$ cat config.mk
export PLATFORM = sky130hd
export DESIGN_NAME = uart_n
export DESIGN_NICKNAME = d
export VERILOG_FILES = /design/src/rtl/uart_pkg.sv /design/src/rtl/uart_tick_gen.sv /design/src/rtl/uart_n.sv
export SDC_FILE = /design/constraint.sdc
export NUM_CORES = 1
export LEC_CHECK = 0
export CORE_MARGIN = 3
export CORE_UTILIZATION = 40
export CTS_BUF_LIST = sky130_fd_sc_hd__clkbuf_4
export DETAILED_ROUTE_END_ITERATION = 7
export PLACE_DENSITY = 0.61
export SYNTH_ARGS = -nofsm -noshare
export SYNTH_HDL_FRONTEND = slang
export SYNTH_SLANG_ARGS = --single-unit
$ cat constraint.sdc
create_clock -name clk -period 2.7 [get_ports clk]
set_input_delay 0.54 -clock clk [delete_from_list [all_inputs] [get_ports clk]]
set_output_delay 0.54 -clock clk [all_outputs]
set_load 0.05 [all_outputs]
$ cat src/rtl/uart_pkg.sv
// Shared UART types, oversampling constant and baud divisor helper.
package uart_pkg;

    typedef enum logic [1:0] {
        NONE = 2'd0,
        ODD  = 2'd1,
        EVEN = 2'd2
    } parity_e;

    typedef enum logic [2:0] {
        TX_IDLE,
        TX_START,
        TX_DATA,
        TX_PARITY,
        TX_STOP
    } tx_state_e;

    typedef enum logic [2:0] {
        RX_IDLE,
        RX_START,
        RX_DATA,
        RX_PARITY,
        RX_STOP
    } rx_state_e;

    localparam int OVERSAMPLE = 16;

    function automatic int calc_div(input int clock, input int baud);
        return (baud > 0) ? clock / baud : 0;
    endfunction

endpackage

$ cat src/rtl/uart_tick_gen.sv
// Free-running divider: tick_o is high for one cycle every DIV clocks; clr_i restarts the count.
// Tick is decoded straight from the count, no backpressure.
module uart_tick_gen #(
    parameter int DIV = 1
) (
    input  logic clk,
    input  logic reset,
    input  logic clr_i,
    output logic tick_o
);

    localparam int            CW   = (DIV > 1) ? $clog2(DIV) : 1;
    localparam logic [CW-1:0] LAST = CW'(DIV - 1);

    logic [CW-1:0] cnt_q;
    logic [CW-1:0] cnt_d;

    always_comb begin
        cnt_d = (cnt_q == LAST) ? '0 : cnt_q + CW'(1);
        if (clr_i) begin
            cnt_d = '0;
        end
    end

    always_ff @(posedge clk or posedge reset) begin
        if (reset) begin
            cnt_q <= '0;
        end else begin
            cnt_q <= cnt_d;
        end
    end

    assign tick_o = (cnt_q == LAST);

endmodule

$ cat src/rtl/uart_n.sv
// Full-duplex UART: DATA_BITS data, optional parity, 1/2 stop bits, 16x oversampled receiver.
// txStart is a level request taken only when the transmitter is idle; the receiver has no backpressure.
module uart_n
    import uart_pkg::*;
#(
    parameter int CLOCK_RATE = 12000000,
    parameter int BAUD_RATE  = 9600,
    parameter int DATA_BITS  = 8,
    parameter int PARITY     = 0,
    parameter int STOP_BITS  = 1
) (
    input  logic                 clk,
    input  logic                 reset,
    input  logic                 rxEn,
    input  logic                 rxIn,
    output logic                 rxBusy,
    output logic                 rxDone,
    output logic                 rxErr,
    output logic                 rxParErr,
    output logic                 rxBreak,
    output logic [DATA_BITS-1:0] rxOut,
    input  logic                 txEn,
    input  logic                 txStart,
    input  logic [DATA_BITS-1:0] txIn,
    output logic                 txBusy,
    output logic                 txDone,
    output logic                 txOut
);

    localparam int         TX_DIV   = calc_div(CLOCK_RATE, BAUD_RATE);
    localparam int         RX_DIV   = calc_div(CLOCK_RATE, BAUD_RATE * OVERSAMPLE);
    localparam parity_e    PAR_MODE = parity_e'(PARITY[1:0]);
    localparam logic       PAR_ON   = (PAR_MODE != NONE);
    localparam logic       PAR_ODD  = (PAR_MODE == ODD);
    localparam logic [3:0] BIT_LAST = 4'(DATA_BITS - 1);
    localparam logic [3:0] OS_MID   = 4'(OVERSAMPLE / 2 - 1);
    localparam logic [3:0] OS_END   = 4'(OVERSAMPLE - 1);

    if (DATA_BITS < 5 || DATA_BITS > 9) begin : g_err_data_bits
        $error("uart_n: DATA_BITS must be in 5..9");
    end
    if (PARITY < 0 || PARITY > 2) begin : g_err_parity
        $error("uart_n: PARITY must be 0, 1 or 2");
    end
    if (STOP_BITS != 1 && STOP_BITS != 2) begin : g_err_stop_bits
        $error("uart_n: STOP_BITS must be 1 or 2");
    end
    if (RX_DIV < 1) begin : g_err_rx_div
        $error("uart_n: clock too slow for 16x oversampling at this baud rate");
    end

    // ---------------- transmitter ----------------
    tx_state_e            tx_state_q;
    logic [DATA_BITS-1:0] tx_shift_q;
    logic [3:0]           tx_bit_q;
    logic                 tx_stop_q;
    logic                 tx_par_q;
    logic                 tx_out_q;
    logic                 tx_busy_q;
    logic                 tx_done_q;
    logic                 tx_tick;

    uart_tick_gen #(.DIV(TX_DIV)) u_tx_tick (
        .clk    (clk),
        .reset  (reset),
        .clr_i  (tx_state_q == TX_IDLE),
        .tick_o (tx_tick)
    );

    always_ff @(posedge clk or posedge reset) begin
        if (reset) begin
            tx_state_q <= TX_IDLE;
            tx_shift_q <= '0;
            tx_bit_q   <= '0;
            tx_stop_q  <= 1'b0;
            tx_par_q   <= 1'b0;
            tx_out_q   <= 1'b1;
            tx_busy_q  <= 1'b0;
            tx_done_q  <= 1'b0;
        end else begin
            tx_done_q <= 1'b0;
            if (!txEn) begin
                tx_state_q <= TX_IDLE;
                tx_out_q   <= 1'b1;
                tx_busy_q  <= 1'b0;
            end else begin
                case (tx_state_q)
                    TX_IDLE: if (txStart) begin
                        tx_state_q <= TX_START;
                        tx_shift_q <= txIn;
                        tx_par_q   <= (^txIn) ^ PAR_ODD;
                        tx_out_q   <= 1'b0;
                        tx_busy_q  <= 1'b1;
                    end
                    TX_START: if (tx_tick) begin
                        tx_state_q <= TX_DATA;
                        tx_bit_q   <= '0;
                        tx_out_q   <= tx_shift_q[0];
                    end
                    TX_DATA: if (tx_tick) begin
                        if (tx_bit_q == BIT_LAST) begin
                            tx_state_q <= PAR_ON ? TX_PARITY : TX_STOP;
                            tx_out_q   <= PAR_ON ? tx_par_q : 1'b1;
                            tx_stop_q  <= 1'b0;
                        end else begin
                            tx_bit_q   <= tx_bit_q + 4'd1;
                            tx_shift_q <= tx_shift_q >> 1;
                            tx_out_q   <= tx_shift_q[1];
                        end
                    end
                    TX_PARITY: if (tx_tick) begin
                        tx_state_q <= TX_STOP;
                        tx_out_q   <= 1'b1;
                        tx_stop_q  <= 1'b0;
                    end
                    TX_STOP: if (tx_tick) begin
                        if (STOP_BITS == 1 || tx_stop_q) begin
                            tx_state_q <= TX_IDLE;
                            tx_busy_q  <= 1'b0;
                            tx_done_q  <= 1'b1;
                        end else begin
                            tx_stop_q <= 1'b1;
                        end
                    end
                    default: begin
                        tx_state_q <= TX_IDLE;
                        tx_out_q   <= 1'b1;
                        tx_busy_q  <= 1'b0;
                    end
                endcase
            end
        end
    end

    assign txOut  = tx_out_q;
    assign txBusy = tx_busy_q;
    assign txDone = tx_done_q;

    // ---------------- receiver ----------------
    logic                 sync1_q;
    logic                 sync2_q;
    rx_state_e            rx_state_q;
    logic [3:0]           os_cnt_q;
    logic [3:0]           rx_bit_q;
    logic [DATA_BITS-1:0] rx_shift_q;
    logic                 rx_par_q;
    logic                 rx_busy_q;
    logic                 rx_done_q;
    logic                 rx_err_q;
    logic                 rx_par_err_q;
    logic                 rx_brk_q;
    logic [DATA_BITS-1:0] rx_out_q;
    logic                 rx_tick;
    logic                 os_hit;
    logic                 rx_exp_par;

    uart_tick_gen #(.DIV((RX_DIV < 1) ? 1 : RX_DIV)) u_rx_tick (
        .clk    (clk),
        .reset  (reset),
        .clr_i  (!rxEn),
        .tick_o (rx_tick)
    );

    always_ff @(posedge clk or posedge reset) begin
        if (reset) begin
            sync1_q <= 1'b1;
            sync2_q <= 1'b1;
        end else begin
            sync1_q <= rxIn;
            sync2_q <= sync1_q;
        end
    end

    // Start bit is qualified at its middle; every later bit is sampled a full bit after that.
    assign os_hit     = (rx_state_q == RX_START) ? (os_cnt_q == OS_MID) : (os_cnt_q == OS_END);
    assign rx_exp_par = (^rx_shift_q) ^ PAR_ODD;

    always_ff @(posedge clk or posedge reset) begin
        if (reset) begin
            rx_state_q   <= RX_IDLE;
            os_cnt_q     <= '0;
            rx_bit_q     <= '0;
            rx_shift_q   <= '0;
            rx_par_q     <= 1'b0;
            rx_busy_q    <= 1'b0;
            rx_done_q    <= 1'b0;
            rx_err_q     <= 1'b0;
            rx_par_err_q <= 1'b0;
            rx_brk_q     <= 1'b0;
            rx_out_q     <= '0;
        end else begin
            rx_done_q <= 1'b0;
            if (!rxEn) begin
                rx_state_q <= RX_IDLE;
                rx_busy_q  <= 1'b0;
            end else if (rx_tick) begin
                if (rx_state_q != RX_IDLE) begin
                    os_cnt_q <= os_hit ? 4'd0 : os_cnt_q + 4'd1;
                end
                case (rx_state_q)
                    RX_IDLE: if (!sync2_q) begin
                        rx_state_q <= RX_START;
                        rx_busy_q  <= 1'b1;
                        os_cnt_q   <= '0;
                    end
                    RX_START: if (os_hit) begin
                        if (sync2_q) begin
                            rx_state_q <= RX_IDLE;
                            rx_busy_q  <= 1'b0;
                        end else begin
                            rx_state_q <= RX_DATA;
                            rx_bit_q   <= '0;
                        end
                    end
                    RX_DATA: if (os_hit) begin
                        rx_shift_q <= {sync2_q, rx_shift_q[DATA_BITS-1:1]};
                        if (rx_bit_q == BIT_LAST) begin
                            rx_state_q <= PAR_ON ? RX_PARITY : RX_STOP;
                        end else begin
                            rx_bit_q <= rx_bit_q + 4'd1;
                        end
                    end
                    RX_PARITY: if (os_hit) begin
                        rx_par_q   <= sync2_q;
                        rx_state_q <= RX_STOP;
                    end
                    RX_STOP: if (os_hit) begin
                        rx_state_q   <= RX_IDLE;
                        rx_busy_q    <= 1'b0;
                        rx_done_q    <= 1'b1;
                        rx_out_q     <= rx_shift_q;
                        rx_err_q     <= !sync2_q;
                        rx_par_err_q <= PAR_ON && (rx_par_q != rx_exp_par);
                        rx_brk_q     <= !sync2_q && (rx_shift_q == '0) && !(PAR_ON && rx_par_q);
                    end
                    default: begin
                        rx_state_q <= RX_IDLE;
                        rx_busy_q  <= 1'b0;
                    end
                endcase
            end
        end
    end

    assign rxBusy   = rx_busy_q;
    assign rxDone   = rx_done_q;
    assign rxErr    = rx_err_q;
    assign rxParErr = rx_par_err_q;
    assign rxBreak  = rx_brk_q;
    assign rxOut    = rx_out_q;

endmodule

Word level (Yosys, flattened, before mapping)
Index checks and enable logic that the tools add are counted.
{ "totals": {"ff_bits": 69, "input_bits": 14, "out_inout_bits": 16, "word_cells": 150} }
{ "op_classes": {"addsub": 5, "n_eq_ne": 39, "mux": 65, "reduce_logical": 22} }
{ "op_table": {"columns": ["cell", "count"], "rows": [
  ["3-bit 2-to-1 mux", 15],
  ["4-bit 2-to-1 mux", 11],
  ["3-bit != test (second input constant)", 13],
  ["3-bit one-hot mux with 5 select lines", 2],
  ["8-bit 2-to-1 mux", 3],
  ["1-bit 2-to-1 mux", 23],
  ["11-bit 2-to-1 mux", 2],
  ["2-bit != test (second input constant)", 11],
  ["4-bit one-hot mux with 2 select lines", 2],
  ["8-bit one-hot mux with 2 select lines", 1],
  ["5-bit AND reduction", 3],
  ["7-bit 2-to-1 mux", 2],
  ["7-bit AND reduction", 2],
  ["4-bit by 1-bit adder with 4-bit output (second input constant)", 3],
  ["3-bit by 2-bit equality test with 1-bit output (second input constant)", 4],
  ["4-bit by 3-bit equality test with 1-bit output (second input constant)", 3],
  ["6-bit AND reduction", 2],
  ["11-bit by 1-bit adder with 11-bit output (second input constant)", 1],
  ["11-bit equality test (second input constant)", 1],
  ["8-bit zero test", 1],
  ["4-bit AND reduction", 2],
  ["7-bit by 1-bit adder with 7-bit output (second input constant)", 1],
  ["7-bit equality test (second input constant)", 1],
  ["3-bit by 1-bit equality test with 1-bit output (second input constant)", 2],
  ["16 further kinds", 20]
]} }

Logic depth before layout (Yosys ltp)
Gate-level depths: netlist of the first run.
{ "logic_depth": {"depth_word": 6, "ltp_mapped": 8, "depth_no_buf": 6} }

Cells and area by module
Synthesis of the first run repeated with hierarchy kept, for this count alone.
{ "unflattened": {"hier_cells": 316, "hier_area_um2": 3455.8} }
{ "modules_own_cells": {"columns": ["module", "instances", "cells_per_inst", "area_per_inst_um2", "seq_area_each_um2"], "rows": [
  ["uart_n", 1, 225, 2558.7, 1280.0],
  ["uart_tick_gen at u_tx_tick", 1, 57, 558.0, 275.3],
  ["uart_tick_gen at u_rx_tick", 1, 34, 339.1, 175.2]
]} }

Worst setup path after synthesis of the first run
No wires, ideal clock.
{ "synth_timing": {"path_kind": "register -> register", "start": "reg rx_state_q[0]", "end": "reg rx_brk_q (netlist: rxBreak)", "setup_time_ns": 0.125, "t_arrival_ns": 1.865, "required_time_ns": 2.575, "path_slack_ns": 0.709, "path_stages_with_launch": 7, "path_buffers": 2, "synth_period_minus_slack_ns": 1.991, "cell_sequence": "dfrtp_1 buf_6 nor3b_1 mux2_4 or3_4 buf_6 mux2_4"} }
{ "synth_between": {"elab_chain_len": 3, "elab_cells_between_ends": 4, "cone_classes": "2 x eq/ne; 1 x mux; 1 x reduce/logical"} }
{ "synth_rtl": {"columns": ["element", "line_no", "text"], "rows": [
  ["from (decl)", "uart_n.sv:142", "rx_state_e rx_state_q;"],
  ["from (signal assigned)", "uart_n.sv:218", "rx_state_q <= PAR_ON ? RX_PARITY : RX_STOP;"],
  ["3-bit by 1-bit equality test with 1-bit output", "uart_n.sv:175", "assign os_hit = (rx_state_q == RX_START) ? (os_cnt_q == OS_MID) : (os_cnt_q == OS_END);"],
  ["1-bit 2-to-1 mux", "uart_n.sv:175", null],
  ["4-bit AND reduction (no line) *", null, null],
  ["to (signal assigned)", "uart_n.sv:234", "rx_brk_q <= !sync2_q && (rx_shift_q == '0) && !(PAR_ON && rx_par_q);"],
  ["to (decl)", "uart_n.sv:151", "logic rx_brk_q;"]
]} }
Every way passes the cells marked *; elsewhere a longest branch is shown, timed or not.
A chain may end at the register's enable or synchronous reset.

Worst setup path in the final report of the first run
{ "layout_timing": {"start": "reg tx_out_q (netlist: txOut)", "end": "out txOut"} }
{ "layout_rtl": {"columns": ["element", "line_no", "text"], "rows": [
  ["from (decl)", "uart_n.sv:58", "logic tx_out_q;"],
  ["from (signal assigned)", "uart_n.sv:98", "tx_out_q <= tx_shift_q[0];"],
  ["from (signal assigned)", "uart_n.sv:103", "tx_out_q <= PAR_ON ? tx_par_q : 1'b1;"],
  ["from (signal assigned)", "uart_n.sv:108", "tx_out_q <= tx_shift_q[1];"],
  ["to (decl)", "uart_n.sv:27", "output logic txOut"]
]} }
No word-level cell between the ends.

==> results of run 1 <==
-- cell type report --
type	count	area [um^2]	area share, %
Clock buffer	9	67.6	1.67
Clock inverter	7	100	2.47
Inverter	18	67.6	1.67
Multi-Input combinational cell	221	1620	39.9
Sequential cell	69	1730	42.7
Tap cell	105	131	3.24
Timing Repair Buffer	34	338	8.34
-- routing by layer --
layer  global-route usage [%]  vias to the layer above  part of all wire [%]
met3                     2.81                       11                   4.0
met5                        0                        -                     0
li1                         -                     1228                     -
met2                     20.7                       53                    44
met4                     5.99                        0                   1.8
met1                     20.1                     1215                    50
-- Yosys cell counts (2+ instances only) --
library cell and instances:
sky130_fd_sc_hd__buf_2 2, sky130_fd_sc_hd__dfstp_2 3, sky130_fd_sc_hd__a21oi_1 3, sky130_fd_sc_hd__mux2_4 10, sky130_fd_sc_hd__buf_6 2, sky130_fd_sc_hd__inv_1 18, sky130_fd_sc_hd__nand3_1 8, sky130_fd_sc_hd__o22a_1 7
sky130_fd_sc_hd__nand3b_1 4, sky130_fd_sc_hd__ha_1 7, sky130_fd_sc_hd__and4_1 2, sky130_fd_sc_hd__clkbuf_1 11, sky130_fd_sc_hd__nor2b_1 4, sky130_fd_sc_hd__o21a_1 2, sky130_fd_sc_hd__nand4b_1 5, sky130_fd_sc_hd__mux2_2 11
sky130_fd_sc_hd__and3_1 5, sky130_fd_sc_hd__xor2_1 8, sky130_fd_sc_hd__nand2_1 18, sky130_fd_sc_hd__xnor2_1 7, sky130_fd_sc_hd__o211ai_1 3, sky130_fd_sc_hd__or3_1 2, sky130_fd_sc_hd__a22o_1 3, sky130_fd_sc_hd__and4bb_2 2
sky130_fd_sc_hd__o31ai_1 3, sky130_fd_sc_hd__dfrtp_1 66, sky130_fd_sc_hd__o32ai_1 2, sky130_fd_sc_hd__a21o_1 3, sky130_fd_sc_hd__o21ai_0 8, sky130_fd_sc_hd__nor3b_1 2, sky130_fd_sc_hd__nand4_1 7, sky130_fd_sc_hd__buf_4 2
sky130_fd_sc_hd__or3b_2 2, sky130_fd_sc_hd__a31oi_1 9, sky130_fd_sc_hd__nor3_1 6, sky130_fd_sc_hd__and2_1 2, sky130_fd_sc_hd__mux2i_1 2, sky130_fd_sc_hd__nor2_1 34, sky130_fd_sc_hd__nor4_1 2, sky130_fd_sc_hd__o22ai_1 2
sky130_fd_sc_hd__o41ai_1 4
-- sequential cells by signal (all words and copies together) (netlist names), 3 cells and up --
signal / cells
os_cnt_q: 4
rxOut: 8
rx_bit_q: 4
rx_shift_q: 8
rx_state_q: 3
tx_bit_q: 4
tx_shift_q: 8
tx_state_q: 3
u_rx_tick.cnt_q: 7
u_tx_tick.cnt_q: 11
-- per-stage QoR --
stage               hold slack [ps]  power [mW]
global placement                346        1.27
detailed placement              360        1.27
floorplan                       345        1.22
global route                    386        2.12
CTS                             379        2.05
finish                          375        2.02
-- cells in the final DEF, fill, tap and decap left out, types with 6 or more instances in the layout --
| cell | instances |
|---|---|
| sky130_fd_sc_hd__a31oi_1 | 9 |
| sky130_fd_sc_hd__clkbuf_4 | 9 |
| sky130_fd_sc_hd__clkdlybuf4s50_1 | 28 |
| sky130_fd_sc_hd__dfrtp_1 | 66 |
| sky130_fd_sc_hd__ha_1 | 7 |
| sky130_fd_sc_hd__inv_1 | 17 |
| sky130_fd_sc_hd__mux2_2 | 11 |
| sky130_fd_sc_hd__mux2_4 | 10 |
| sky130_fd_sc_hd__nand2_1 | 18 |
| sky130_fd_sc_hd__nand3_1 | 8 |
| sky130_fd_sc_hd__nand4_1 | 7 |
| sky130_fd_sc_hd__nor2_1 | 34 |
| sky130_fd_sc_hd__nor3_1 | 6 |
| sky130_fd_sc_hd__o21ai_0 | 8 |
| sky130_fd_sc_hd__o22a_1 | 7 |
| sky130_fd_sc_hd__xnor2_1 | 7 |
| sky130_fd_sc_hd__xor2_1 | 8 |
-- path summary, 6_finish.rpt --
kind | start | to | cells after the start
max | txOut$_DFFE_PP1P_ | txOut | 1
min | sync1_q$_DFF_PP1_ | sync2_q$_DFF_PP1_ | 0
max reg2reg | rx_state_q[2]$_DFFE_PP0P_ | rxOut[4]$_DFFE_PP0P_ | 4
min reg2reg | sync1_q$_DFF_PP1_ | sync2_q$_DFF_PP1_ | 0
max in group asynchronous | reset | sync1_q$_DFF_PP1_ | 3
min in group asynchronous | reset | os_cnt_q[1]$_DFFE_PP0P_ | 3
-- cell families (layout without fill, tap and decap cells) --
| logic type | after synthesis | after routing |
|---|---|---|
| compound gates | 60 | 60 |
| xor+xnor | 15 | 15 |
| fa+ha+maj | 7 | 7 |
| buf+inv | 36 | 68 |
| flops | 69 | 69 |
| mux | 24 | 24 |
| other cells | 1 | 1 |
| simple gates | 114 | 114 |
-- power by group through the flow --
stage / clock [mW] / sequential (mW) / combinational [mW]
2_1_floorplan: 0 / 1.12 / 0.0969
3_3_place_gp: 0 / 1.11 / 0.156
3_5_place_dp: 0 / 1.12 / 0.158
4_1_cts: 0.798 / 1.10 / 0.158
5_1_grt: 0.843 / 1.10 / 0.175
6_report: 0.765 / 1.10 / 0.155
==> metrics.yaml, run 1 <==
run_status: "completed"
global_route.overflow_total: 0
postCtsResizedCells: 0
max_freq_ghz: 0.428
synth_edf_count: 0
finalNetCount: 374
fin_area_um2: 4050
dp_hpwl_mm: 4.29
hold_class: "reg -> reg"
avgViaCountPerCell: 5.41
die_height_um: 99.7
grt_first_pass_wirelength_mm: 11.4
design.die.area_um2: 9930
hold_violations: 0
internal_power_mw: 1.52
setup_viol: 0
grt_max_degree: 70
post-route-min-period_ps: 2340
crit_path_max_fanout: 3
finish.utilization_pct: 48.3
power_switching_share_pct: 24.7
initialDrtViolationCount: 144
synth_top_cells_by_area: "sky130_fd_sc_hd__dfrtp_1, sky130_fd_sc_hd__mux2_4, sky130_fd_sc_hd__nor2_1"
final-instance-count-excl-fill: 463
num_rows: 33
post_synth_mux_area_share_pct: 8.70
timing_worst_slew_pin_value_ps: 537
drt-pass1-iter-count: 4
synthAdderAreaFrac_pct: 2.50
vdd_drop_max_v: 0.000227
ys_dominant_reg_cell: "sky130_fd_sc_hd__dfrtp_1"
worst_path_max_delay_cell: "sky130_fd_sc_hd__clkdlybuf4s50_1"
finalClockSkew_ps: 21.1
crit_type: "reg -> out"
cts_htree_levels: 3
simple_gate_portion_of_the_synthesized_area_pct: 18.4
count_of_buffers_from_port_buffering: 28
cts.sinks: 69
post-place-ws_ps: 526
setup_tns_ps: 0
ys_async_sr_fraction_pct: 100
rsz0062_at_grt: "false"
setup.worst_path.start_class: "register"
ys_ff_latch: 69
postPlaceCellArea_um2: 3880
synth_fp_nets: 347
cts_root_buffer: "sky130_fd_sc_hd__clkbuf_4"
critical-path-max-stage-delay_ps: 800
cts_setup_buffers: 0
vias_in_the_first_global_route: 2420
n_antenna_cell: 0
worst_path_arrival_ps: 1800
mappedNetlistArea_um2: 3510
die-width_um: 99.7
number_of_antenna_violations_at_the_first_check_in_global_routing: 0
final_max_slew_viol_count: 0
regToRegSetupSlack_ps: 480
slew-limit-headroom_pct: 64.2
synth_xor_xnor_area_share_pct: 3.74
remaining_number_of_nets_flagged_by_the_antenna_check_after_routing: 0
worst_setup_hold_path_clk_slew_ps: 130
power.density_cell_area_nw_per_um2: 497
design.core.area_um2: 8380
comb_power_share_pct: 7.7
cts-buffers-inserted: 9
worstPathCellList: "clkdlybuf4s50_1"
drive_gt1_share_pct: 15.9
drc_errors: 0
endpoint_kind: "primary output"
gp_congestion: 0.791
required_ps: 2160
yosys.cell_types.count: 64
avgSynthCellArea_um2: 10.8
ys_seq_area_share_pct: 49.3
fillCellCount: 783
total_via_count_in_the_routed_design: 2507
clkLatencyLatePin_ps: 410
synth_compound_area_share_pct: 12.6
post-route-worst-setup-slack_ps: 364
largest_family_of_logic_cells_by_synthesized_area: "simple AND/OR/NAND/NOR gates"
cts_hold_buffers: 0
clock_tree_from_tritoncts: "built"
path_delay_family: "buffers and inverters"
post_drt_wl_per_cell_um: 13.8
design.portCount: 30
totalWireLength_mm: 6.41
cp.buffers_inverters: 1
syn_to_final_growth_pct: 15.5
groute.usage.overall_pct: 14.0
sequential_fraction_of_design_power_pct: 54.3
syn-instance-count: 326
p_leak_nw: 1.81
yosys_warnings: 0
switching_power_summed_over_all_nets_mw: 0.498
cap_viol_max_count: 0
synthDominantCellAreaShare_pct: 47.1
min_period_over_period_pct: 86.5
place.detailed.instances: 447
max-clock-path-buffers: 2
synthDominantAreaCellType: "sky130_fd_sc_hd__dfrtp_1"
initial_utilization_pct: 41.9
clock_power_share_pct: 38.0
No activity file was read; power rests on OpenSTA's default activity.
==> run 2, diff against run 1 <==
==> constraint.sdc (replaced) <==
create_clock -name clk -period 2.7 [get_ports clk]
set_input_delay 0.54 -clock clk [delete_from_list [all_inputs] [get_ports clk]]
set_output_delay 0.54 -clock clk [all_outputs]
set_load 0.01 [all_outputs]
==> results of run 2 <==
The final DEF is identical to that of run 1. Status: completed.
Main changes from that run: setup slack after layout 364 ps -> 477 ps; start point of the critical path txOut$_DFFE_PP1P_ -> rx_state_q[2]$_DFFE_PP0P_; end point of the critical path txOut -> rxOut[4]$_DFFE_PP0P_; total power 2.02 mW -> 2.00 mW
